[src/rtl/chunked_adder_pkg.sv]
// Shared types and bit-level adder cells for the chunked adder.
// Cells are pure functions so the ripple chunk stays combinational.
package chunked_adder_pkg;

    typedef enum logic [1:0] {
        IDLE,
        CALC,
        DONE
    } state_t;

    localparam logic MODE_ADD = 1'b0;
    localparam logic MODE_SUB = 1'b1;

    // {carry, sum}
    function automatic logic [1:0] half_add(
        input logic x,
        input logic y
    );
        return {x & y, x ^ y};
    endfunction

    function automatic logic [1:0] full_add(
        input logic x,
        input logic y,
        input logic c
    );
        logic [1:0] h1;
        logic [1:0] h2;
        h1 = half_add(x, y);
        h2 = half_add(h1[0], c);
        return {h1[1] | h2[1], h2[0]};
    endfunction

endpackage

[src/rtl/chunked_adder_chunk_add.sv]
// Combinational CHUNK-bit ripple adder built from full-adder cells.
import chunked_adder_pkg::*;

module chunk_add #(
    parameter int CHUNK = 8
) (
    input  logic [CHUNK-1:0] x,
    input  logic [CHUNK-1:0] y,
    input  logic             ci,
    output logic [CHUNK-1:0] s,
    output logic             co
);

    logic [CHUNK:0] c;

    assign c[0] = ci;

    for (genvar i = 0; i < CHUNK; i++) begin : g_bit
        assign {c[i+1], s[i]} = full_add(x[i], y[i], c[i]);
    end

    assign co = c[CHUNK];

endmodule

[src/rtl/chunked_adder.sv]
// Multi-cycle add/subtract: one CHUNK-bit ripple per clock with a
// registered carry, framed by valid/ready handshakes on both sides.
import chunked_adder_pkg::*;

module chunked_adder #(
    parameter int WIDTH = 32,
    parameter int CHUNK = 8
) (
    input  logic             clk,
    input  logic             rst,
    input  logic             in_valid,
    output logic             in_ready,
    input  logic [WIDTH-1:0] a,
    input  logic [WIDTH-1:0] b,
    input  logic             cin,
    input  logic             mode,
    output logic             out_valid,
    input  logic             out_ready,
    output logic [WIDTH-1:0] sum,
    output logic             cout,
    output logic             overflow
);

    localparam int NCHUNK = WIDTH / CHUNK;
    localparam int KW = (NCHUNK > 1) ? $clog2(NCHUNK) : 1;
    localparam logic [KW-1:0] KLAST = KW'(NCHUNK - 1);

    state_t           state;
    logic [WIDTH-1:0] a_q;
    logic [WIDTH-1:0] b_q;
    logic             carry;
    logic [KW-1:0]    k;

    logic [31:0]      base;
    logic [CHUNK-1:0] x;
    logic [CHUNK-1:0] y;
    logic [CHUNK-1:0] s;
    logic             co;

    assign base = 32'(k) * 32'(CHUNK);
    assign x = a_q[base +: CHUNK];
    assign y = b_q[base +: CHUNK];

    chunk_add #(
        .CHUNK(CHUNK)
    ) u_chunk (
        .x (x),
        .y (y),
        .ci(carry),
        .s (s),
        .co(co)
    );

    always_ff @(posedge clk or posedge rst) begin
        if (rst) begin
            state     <= IDLE;
            in_ready  <= 1'b1;
            out_valid <= 1'b0;
            sum       <= '0;
            cout      <= 1'b0;
            overflow  <= 1'b0;
            k         <= '0;
            carry     <= 1'b0;
            a_q       <= '0;
            b_q       <= '0;
        end else begin
            unique case (state)
                IDLE: begin
                    if (in_valid) begin
                        a_q      <= a;
                        b_q      <= (mode == MODE_SUB) ? ~b : b;
                        carry    <= (mode == MODE_SUB) ? 1'b1 : cin;
                        k        <= '0;
                        in_ready <= 1'b0;
                        state    <= CALC;
                    end
                end
                CALC: begin
                    sum[base +: CHUNK] <= s;
                    carry <= co;
                    if (k == KLAST) begin
                        // s[CHUNK-1] is the final sum MSB on the last chunk
                        out_valid <= 1'b1;
                        cout      <= co;
                        overflow  <= (a_q[WIDTH-1] == b_q[WIDTH-1]) &&
                                     (s[CHUNK-1] != a_q[WIDTH-1]);
                        state     <= DONE;
                    end else begin
                        k <= k + 1'b1;
                    end
                end
                DONE: begin
                    if (out_ready) begin
                        out_valid <= 1'b0;
                        in_ready  <= 1'b1;
                        state     <= IDLE;
                    end
                end
                default: state <= IDLE;
            endcase
        end
    end

endmodule
[config.mk]
export PLATFORM = sky130hd
export DESIGN_NAME = chunked_adder
export DESIGN_NICKNAME = d
export VERILOG_FILES = /design/src/rtl/chunked_adder_pkg.sv /design/src/rtl/chunked_adder_chunk_add.sv /design/src/rtl/chunked_adder.sv
export SDC_FILE = /design/constraint.sdc
export NUM_CORES = 1
export LEC_CHECK = 0
export ABC_AREA = 1
export CAP_MARGIN = 20
export CORE_ASPECT_RATIO = 1.75
export CORE_MARGIN = 2
export CORE_UTILIZATION = 30
export DETAILED_ROUTE_END_ITERATION = 7
export GPL_TIMING_DRIVEN = 0
export PLACE_DENSITY = 0.55
export SYNTH_ARGS = -nofsm -noshare
export SYNTH_HDL_FRONTEND = slang
export SYNTH_SLANG_ARGS = --single-unit
[constraint.sdc]
create_clock -name clk -period 9.5 [get_ports clk]
set_input_delay 1.425 -clock clk [delete_from_list [all_inputs] [get_ports clk]]
set_output_delay 1.425 -clock clk [all_outputs]
set_load 0.02 [all_outputs]
* Word-level counts from Yosys, hierarchy flattened *
Cells that the tools add are included.

storage, ports and cells
  register bits after elaboration = 105

cells by class
  add/subtract/negate cells = 2
  equal/unequal tests = 9
  shift operators = 4
  multiplexer cells = 18
  bitwise operators = 41
  reduce and logical (&&, ||, !) cells = 12

operators by type and width
  kind                                                                     count
  32-bit by 6-bit indexed part select with 8-bit output                    2
  5-bit negator with 34-bit output                                         1
  8-bit by 34-bit variable shift with 32-bit output, first input constant  1
  8-bit by 34-bit indexed part select with 32-bit output                   1
  32-bit bitwise mux                                                       1
  32-bit 2-to-1 mux                                                        1
  32-bit NOT                                                               1
  1-bit AND                                                                16
  1-bit bitwise XOR                                                        16
  3-bit AND reduction                                                      4
  2-bit 2-to-1 mux                                                         5
  2-bit != test, second input constant                                     4
  1-bit OR                                                                 8
  1-bit 2-to-1 mux                                                         6
  1-bit case mux with 2 select lines                                       3
  2-bit case mux with 3 select lines                                       1
  2-bit AND reduction                                                      3
  2-bit nonzero test                                                       3
  2-bit == test, second input constant                                     2
  2-bit case mux with 2 select lines                                       1
  2-bit by 1-bit adder with 2-bit output, second input constant            1
  2-bit by 1-bit == test with 1-bit output, second input constant          1
  2-bit zero test                                                          1
  1-bit == test                                                            1
  other kinds (2)                                                          2

* Logic depth before layout (Yosys ltp) *
  depth in word-level cells = 19
  mapped depth = 21
  depth with buffers taken out = 19

* Cells and area by module *
Synthesis repeated with hierarchy kept, for this count alone.

unflattened totals
  cells, all modules = 629
  area total of the unflattened synthesis = 5277.6 sq um

by module, submodules not included
  module         times used  cells each  area an instance (sq um)  seq. area each (sq um)
  chunked_adder  1           611         5079.9                    2628.8
  chunk_add      1           18          197.7                     0.0

* Worst setup path after synthesis *
No wires, ideal clock.

  kind = flip-flop to flip-flop
  start point = register k[0]
  end point = register overflow
  arrival = 4.504 ns
  data required time = 9.435 ns
  path slack = 4.931 ns
  cell stages (with the launch flop) = 21
  clock period less this slack = 4.569 ns
  path through = dfrtp_1 buf_2 inv_2 clkbuf_1 o211ai_1 nand2_1 fa_1 inv_1 fa_1 fa_1 fa_1 fa_1 fa_1 fa_1 inv_1 fa_1 inv_1 nand3_1 nand2_1 nand2_1 nand2_1

on the way
  word-level cells in the longest chain between the ends = 19
  elaborated cells on any way between the ends = 36

RTL lines
  what                                                                             RTL line                                  source
  start: declaration                                                               chunked_adder.sv:32                       logic [KW-1:0] k;
  start signal: assignment                                                         chunked_adder.sv:89                       k <= k + 1'b1;
  32-bit by 6-bit indexed part select with 8-bit output, on equally long branches  chunked_adder.sv:41, chunked_adder.sv:42
  1-bit bitwise XOR                                                                chunked_adder_pkg.sv:19                   return {x & y, x ^ y};
  1-bit AND                                                                        chunked_adder_pkg.sv:19
  1-bit OR                                                                         chunked_adder_pkg.sv:31                   return {h1[1] | h2[1], h2[0]};
  1-bit AND                                                                        chunked_adder_pkg.sv:19
  1-bit OR                                                                         chunked_adder_pkg.sv:31
  1-bit AND                                                                        chunked_adder_pkg.sv:19
  1-bit OR                                                                         chunked_adder_pkg.sv:31
  [... 3 more ...]                                                                 --
  1-bit OR                                                                         chunked_adder_pkg.sv:31
  1-bit AND                                                                        chunked_adder_pkg.sv:19
  1-bit OR                                                                         chunked_adder_pkg.sv:31
  1-bit AND                                                                        chunked_adder_pkg.sv:19
  1-bit OR                                                                         chunked_adder_pkg.sv:31
  1-bit bitwise XOR                                                                chunked_adder_pkg.sv:19
  1-bit != test                                                                    chunked_adder.sv:86                       (s[CHUNK-1] != a_q[WIDTH-1]);
  1-bit logical AND                                                                chunked_adder.sv:85                       overflow <= (a_q[WIDTH-1] == b_q[WIDTH-1]) &&
  end signal: assignment                                                           chunked_adder.sv:85
  end: declaration                                                                 chunked_adder.sv:21                       output logic overflow

Several ways; a longest one is shown, not always the timed one.
A chain may end at the register's enable or synchronous reset.

* Worst setup path in the final report *
Same ends and word-level chain as after synthesis.

==> metrics.txt <==
Slew headroom=63.0%; CP most frequent cell=fa_1; simple-gate share of the synthesized area=32.9%; Ports=106; crit-path max cell delay=0.47 ns; worst slew pin tran=0.556 ns; final global-route overflow total=0; Mapped Avg Cell Area=7.90 um^2; clock latency on the worst-skew pair=0.35 ns; reg2reg start=k[0]$_DFFE_PP0P_; met2 usage=32.1%; M3 GR Usage=2.03%; outcome=finished, final reports clean; via density per instance=4.44; CP Class=reg -> reg; synth top area cells=dfrtp_1 (49%), nand2_1 (24%), xor2_1 (5.3%); Seq pwr share=30.2%; crit start category=flip-flop; Seq/Total Area, Yosys=49.3%; RSZ-0062 raised after global routing=false; post-synthesis adder-cell area fraction=4.42%; Ys Warns=0; Tot GR Track Use=16.6%; Num CTS Buffers=9; die height=180 um; # H-tree levels=3; post-synthesis mux area share=0%; CP cell instances=buf_2 -> inv_2 -> clkbuf_1 -> o211ai_1 -> nand2_1 -> fa_1 -> inv_1 -> fa_1 -> fa_1 -> fa_1 -> fa_1 -> fa_1 -> fa_1 -> inv_1 -> fa_1 -> inv_1 -> nand3_1 -> nand2_1 -> nand2_1 -> nand2_1; Syn Nets=758; Setup Skew=0.00760 ns; Cell Pwr Density=360 mW/mm^2; Endpoint, Worst Hold=in_ready$_DFFE_PP1P_; Setup crit end kind=flip-flop; Initial Util=30.5%; hpwl dp=11900 um; DR DRC count=0; CP required=9.78 ns; Post-CTS Setup Repair Bufs=0; Synth Area in XOR/XNOR=5.26%; drt wl/cell=14.8 um; Post-Route Setup TNS=0 ns; vias=4554; setup violators final=0; commonest non-fill, non-tap cell in the layout=nand2_1; Hold Path Depth=2; most frequent cells in the layout=nand2_1 (347), dfrtp_1 (104), clkdlybuf4s50_1 (104), nand3_1 (51), xor2_1 (32); maximum clock rate=0.194 GHz; cell taking the most area after synthesis=dfrtp_1; ANT cells=0; Fin. Hold Viols=0; CTS root buf=clkbuf_16; P&R area growth vs syn=30.8%; share of layout cells above drive strength 1=7.17%; Clock Power Share=14.1%; Peak VDD IR=0.000173 V; reg-to-reg slack, setup=4.34 ns; Die Area=0.0189 mm^2; CP bufs+invs=6; Initial DRT Pass Iterations=4; Crit Path Max Fanout=10; Max-Cap Viols=0; unique cell type count in the Yosys netlist=26; P_sw=1.19 mW; worst hold margin=0.477 ns; min-delay worst type=reg -> reg; Core ar.=0.0175 mm^2; post-synth top area share=48.8%; min-delay src=in_ready$_DFFE_PP1P_; Rows=64; arrival time worst endpoint=5.45 ns; grt met1 use=17.9%; Combinational Power Share=55.7%; Synth Area in Compound Gates=2.87%; Syn Std Cell Area=0.00533 mm^2; clock buffer depth=2; remaining antenna violation count=0; worst r2r dst=overflow$_DFFE_PP0P_; Gate Count Post-Synth=674; die width=105 um; port bufs=104; clk sinks=105; CTS tree=yes; CP max stage cell=fa_1; post-cts repair resize count=0; vias in the first global route=4784; largest family of logic cells by synthesized area=simple AND/OR/NAND/NOR gates; Sw Share=47.4%; Synth Register Bits=105; initial antenna violation count=0; P_leak=3.49 nW; Tcrit/Tclk final=54.4%; path depth of the worst reg2reg path=20; Top delay family on crit path=adder cells; DR iter-0 viols=210; internal power consumption=1.32 mW; GRT busiest layer=met2; first-pass GRT wire length=24600 um; Max Slew Vio Count=0; hold_buf cts=0; minimum clock period=5.16 ns; final WL=15200 um; clock slew at reported path FFs=0.07 ns; gpl congestion=0.847; pin count of the biggest net entering global routing=70; Final nets=874
## through the flow
stage | std cells | setup slack (ns) | util (%) | power [mW] | cell area [um^2]
4_1_cts | 1026 | 4.28 | 39.9 | 2.53 | 6970
3_3_place_gp | 1009 | 3.58 | 38.1 | 2.15 | 6660
3_5_place_dp | 1010 | 4.30 | 38.3 | 2.17 | 6690
6_report | 1026 | 4.34 | 39.9 | 2.51 | 6970
2_1_floorplan | 674 | 4.93 | - | 1.64 | 5330
5_1_grt | 1026 | 4.04 | 39.9 | 2.71 | 6970
## power by group through the flow
stage | combinational, mW | clock, mW | sequential, mW
6_report | 1.40 | 0.354 | 0.758
5_1_grt | 1.55 | 0.378 | 0.781
4_1_cts | 1.41 | 0.361 | 0.759
3_5_place_dp | 1.40 | 0 | 0.765
3_3_place_gp | 1.39 | 0 | 0.763
2_1_floorplan | 0.853 | 0 | 0.790
## cell usage after synthesis, drive strengths merged
cell type,instances
buf,26
clkbuf,8
clkinv,1
dfrtp,104
dfstp,1
fa,8
ha,6
inv,27
nand2,349
nand3,53
nand4,2
nor2,23
nor3,8
o211ai,8
o21ai,17
o31ai,1
xor2,32
## worst max path at each step
stage | start | to | slack [ns] | cells after the start
after CTS | k[0]$_DFFE_PP0P_ | overflow$_DFFE_PP0P_ | 4.28 | 20
after floorplan | k[0]$_DFFE_PP0P_ | overflow$_DFFE_PP0P_ | 4.93 | 20
final | k[0]$_DFFE_PP0P_ | overflow$_DFFE_PP0P_ | 4.34 | 20
after global routing | k[0]$_DFFE_PP0P_ | overflow$_DFFE_PP0P_ | 4.04 | 20
after global placement | rst | sum[25]$_DFFE_PP0P_ | 3.58 | 2
after detailed placement | k[0]$_DFFE_PP0P_ | overflow$_DFFE_PP0P_ | 4.30 | 20
## flip-flops by register name, summed over array words and instances (netlist names)
signal / flops
a_q: 32
b_q: 32
sum: 32
k: 2
state: 2
carry: 1
cout: 1
in_ready: 1
out_valid: 1
overflow: 1
## layer usage
layer / vias up / wire (um)
li1: 2323 / -
met1: 2118 / 5840
met2: 91 / 8530
met3: 22 / 410
met4: 0 / 403
met5: - / 0
## area by class of cell
| type | instances | area [um^2] |
|---|---|---|
| plain buffers | 34 | 171 |
| clock buffers | 9 | 225 |
| clock inverters | 7 | 56.3 |
| fillers | 1946 | 10500 |
| inverters | 28 | 108 |
| multi-input cells | 507 | 2420 |
| flip-flops and latches | 105 | 2630 |
| well taps | 231 | 289 |
| repair buffers | 105 | 1070 |
## cell families (layout without fill, tap and decap cells)
kind of cell	after synthesis	count (layout)
AO/OA/AOI/OAI	26	26
XOR/XNOR	32	32
adder cells (fa/ha/maj)	14	14
buffers and inverters	62	183
flip-flops	105	105
AND/OR/NAND/NOR	435	435
## worst reg2reg max path: stages, from the launching register on
cell      delay [ns]
dfrtp_1         0.42
buf_2           0.21
inv_2           0.11
clkbuf_1        0.40
o211ai_1        0.15
nand2_1         0.13
fa_1            0.17
inv_1           0.05
fa_1            0.37
fa_1            0.39
fa_1            0.40
fa_1            0.47
fa_1            0.46
fa_1            0.37
inv_1           0.08
fa_1            0.47
inv_1           0.15
nand3_1         0.09
nand2_1         0.10
nand2_1         0.06
nand2_1         0.07
Power figures use the tool's default switching activity.
==> edit, RTL diff (same settings) <==
Encoding of `state_t`: now one-hot (3 bits for 3 states).
--- a/src/rtl/chunked_adder_pkg.sv
+++ b/src/rtl/chunked_adder_pkg.sv
@@ -3,8 +3,8 @@
 package chunked_adder_pkg;
 
-    typedef enum logic [1:0] {
-        IDLE,
-        CALC,
-        DONE
+    typedef enum logic [2:0] {
+        IDLE = 3'b001,
+        CALC = 3'b010,
+        DONE = 3'b100
     } state_t;
 
Formal check against the unedited RTL: no difference found for any inputs over 10 cycles, from zero or initial values and one cycle with rst high; not proved beyond that.
==> edit against the unedited design <==
Wire length is essentially flat; worst setup slack lost 120 ps; cell area grew 0.23%; count of clock-buffer cells in the layout grew 1; cell count shrank 4.1%; synthesized area is essentially flat; sequential cell count grew 1; total power shrank 12%; critical endpoint unchanged.
==> edit: results <==
export IMPL_status="finished clean"
export IMPL_wl_met1_um=5309
export IMPL_synth_mux_area_share_pct=0
export IMPL_wl_met2_um=8836
export IMPL_slew_headroom_pct=64.16
export IMPL_grt_pass1_wl_um=23450
export IMPL_grt_max_degree=68
export IMPL_synth_nets=718
export IMPL_grt_pass1_vias=4539
export IMPL_p_sw_w=0.0009774
export IMPL_hpwl_um=12110
export IMPL_synthTopCellsByArea="dfrtp_1 (49%), nand2_1 (15%), o21ai_0 (5.9%)"
export IMPL_synth_xor_area_share_pct=5.256
export IMPL_gr_usage_met2_pct=32.39
export IMPL_worstHoldEndpoint="sum[28]"
export IMPL_hold_path_depth=2
export IMPL_met3_length_um=459
export IMPL_synthArstFlopShare_pct=100.0
export IMPL_cts_setup_buffers=0
export IMPL_drt_total_wl_um=15180
export IMPL_synthAdderAreaFrac_pct=4.411
export IMPL_ff2ff_setup_slack_ps=4210
export IMPL_post_drt_wl_per_cell_um=15.43
export IMPL_netlist_instances=634
export IMPL_met1_usage_pct=15.85
export IMPL_grt_use_met3_pct=2.387
export IMPL_synth_common_cells="nand2_1 (209), dfrtp_1 (104), o21ai_0 (63)"
export IMPL_skew_ps=7.841
export IMPL_n_fill_cell=1884
export IMPL_crit_arrival_ps=5580
export IMPL_drive_gt1_share_pct=7.570
export IMPL_holdWs_ps=478.2
export IMPL_ir_drop_uv=130.0
export IMPL_synth_cell_type_count=27
export IMPL_cpPeakStageDelay_ps=470
export IMPL_final_nets=834
export IMPL_placedCellCount=970
export IMPL_htree_levels=3
export IMPL_placed_area_um2=6693
export IMPL_clockRootBuffer="clkbuf_16"
export IMPL_worstHoldStart="sum[28]"
export IMPL_crit_start="k[0]"
export IMPL_cp_max_fo=10
export IMPL_synth_edff_count=0
export IMPL_grtUsageTotal_pct=16.22
export IMPL_synth_compound_area_share_pct=7.414
export IMPL_avgViaCountPerCell=4.494
export IMPL_drt_iter0_markers=173
export IMPL_gp_congestion=0.8842
export IMPL_reg2regPathDepth=19
export IMPL_cts_buffers=9
export IMPL_p_leak_nw=3.301
export IMPL_clockBufferDepth=2
export IMPL_endpoint="overflow"
export IMPL_synth_seq_area_share_pct=49.79
[edit: power groups by stage]
stage	combinational, W	sequential (W)	clock [W]
after floorplan	0.000700	0.000729	0
after global placement	0.00108	0.000752	0
after detailed placement	0.00110	0.000754	0
after CTS	0.00110	0.000746	0.000382
after global routing	0.00121	0.000759	0.000398
final	0.00109	0.000743	0.000381
[edit: kinds of logic after synthesis]
group,count (synthesis)
and+or+nand+nor,309
AOI/OAI and AO/OA,78
buffers and inverters,95
DFF,106
adders and majority gates,14
xor gates and xnor gates,32
[edit: per-stage QoR]
step,util [%],worst slack (ps)
after global routing,40.02,3911
after floorplan,-,4910
final,40.02,4214
after detailed placement,38.34,4202
after global placement,38.17,3614
after CTS,40.02,4193
[edit: layout make-up]
class,instances,area share [%]
Buffer,32,2.920
Clock buffer,10,3.421
Clock inverter,4,0.7702
Inverter,63,3.421
Multi-Input combinational cell,433,32.03
Sequential cell,106,38.01
Tap cell,231,4.138
Timing Repair Buffer,105,15.30
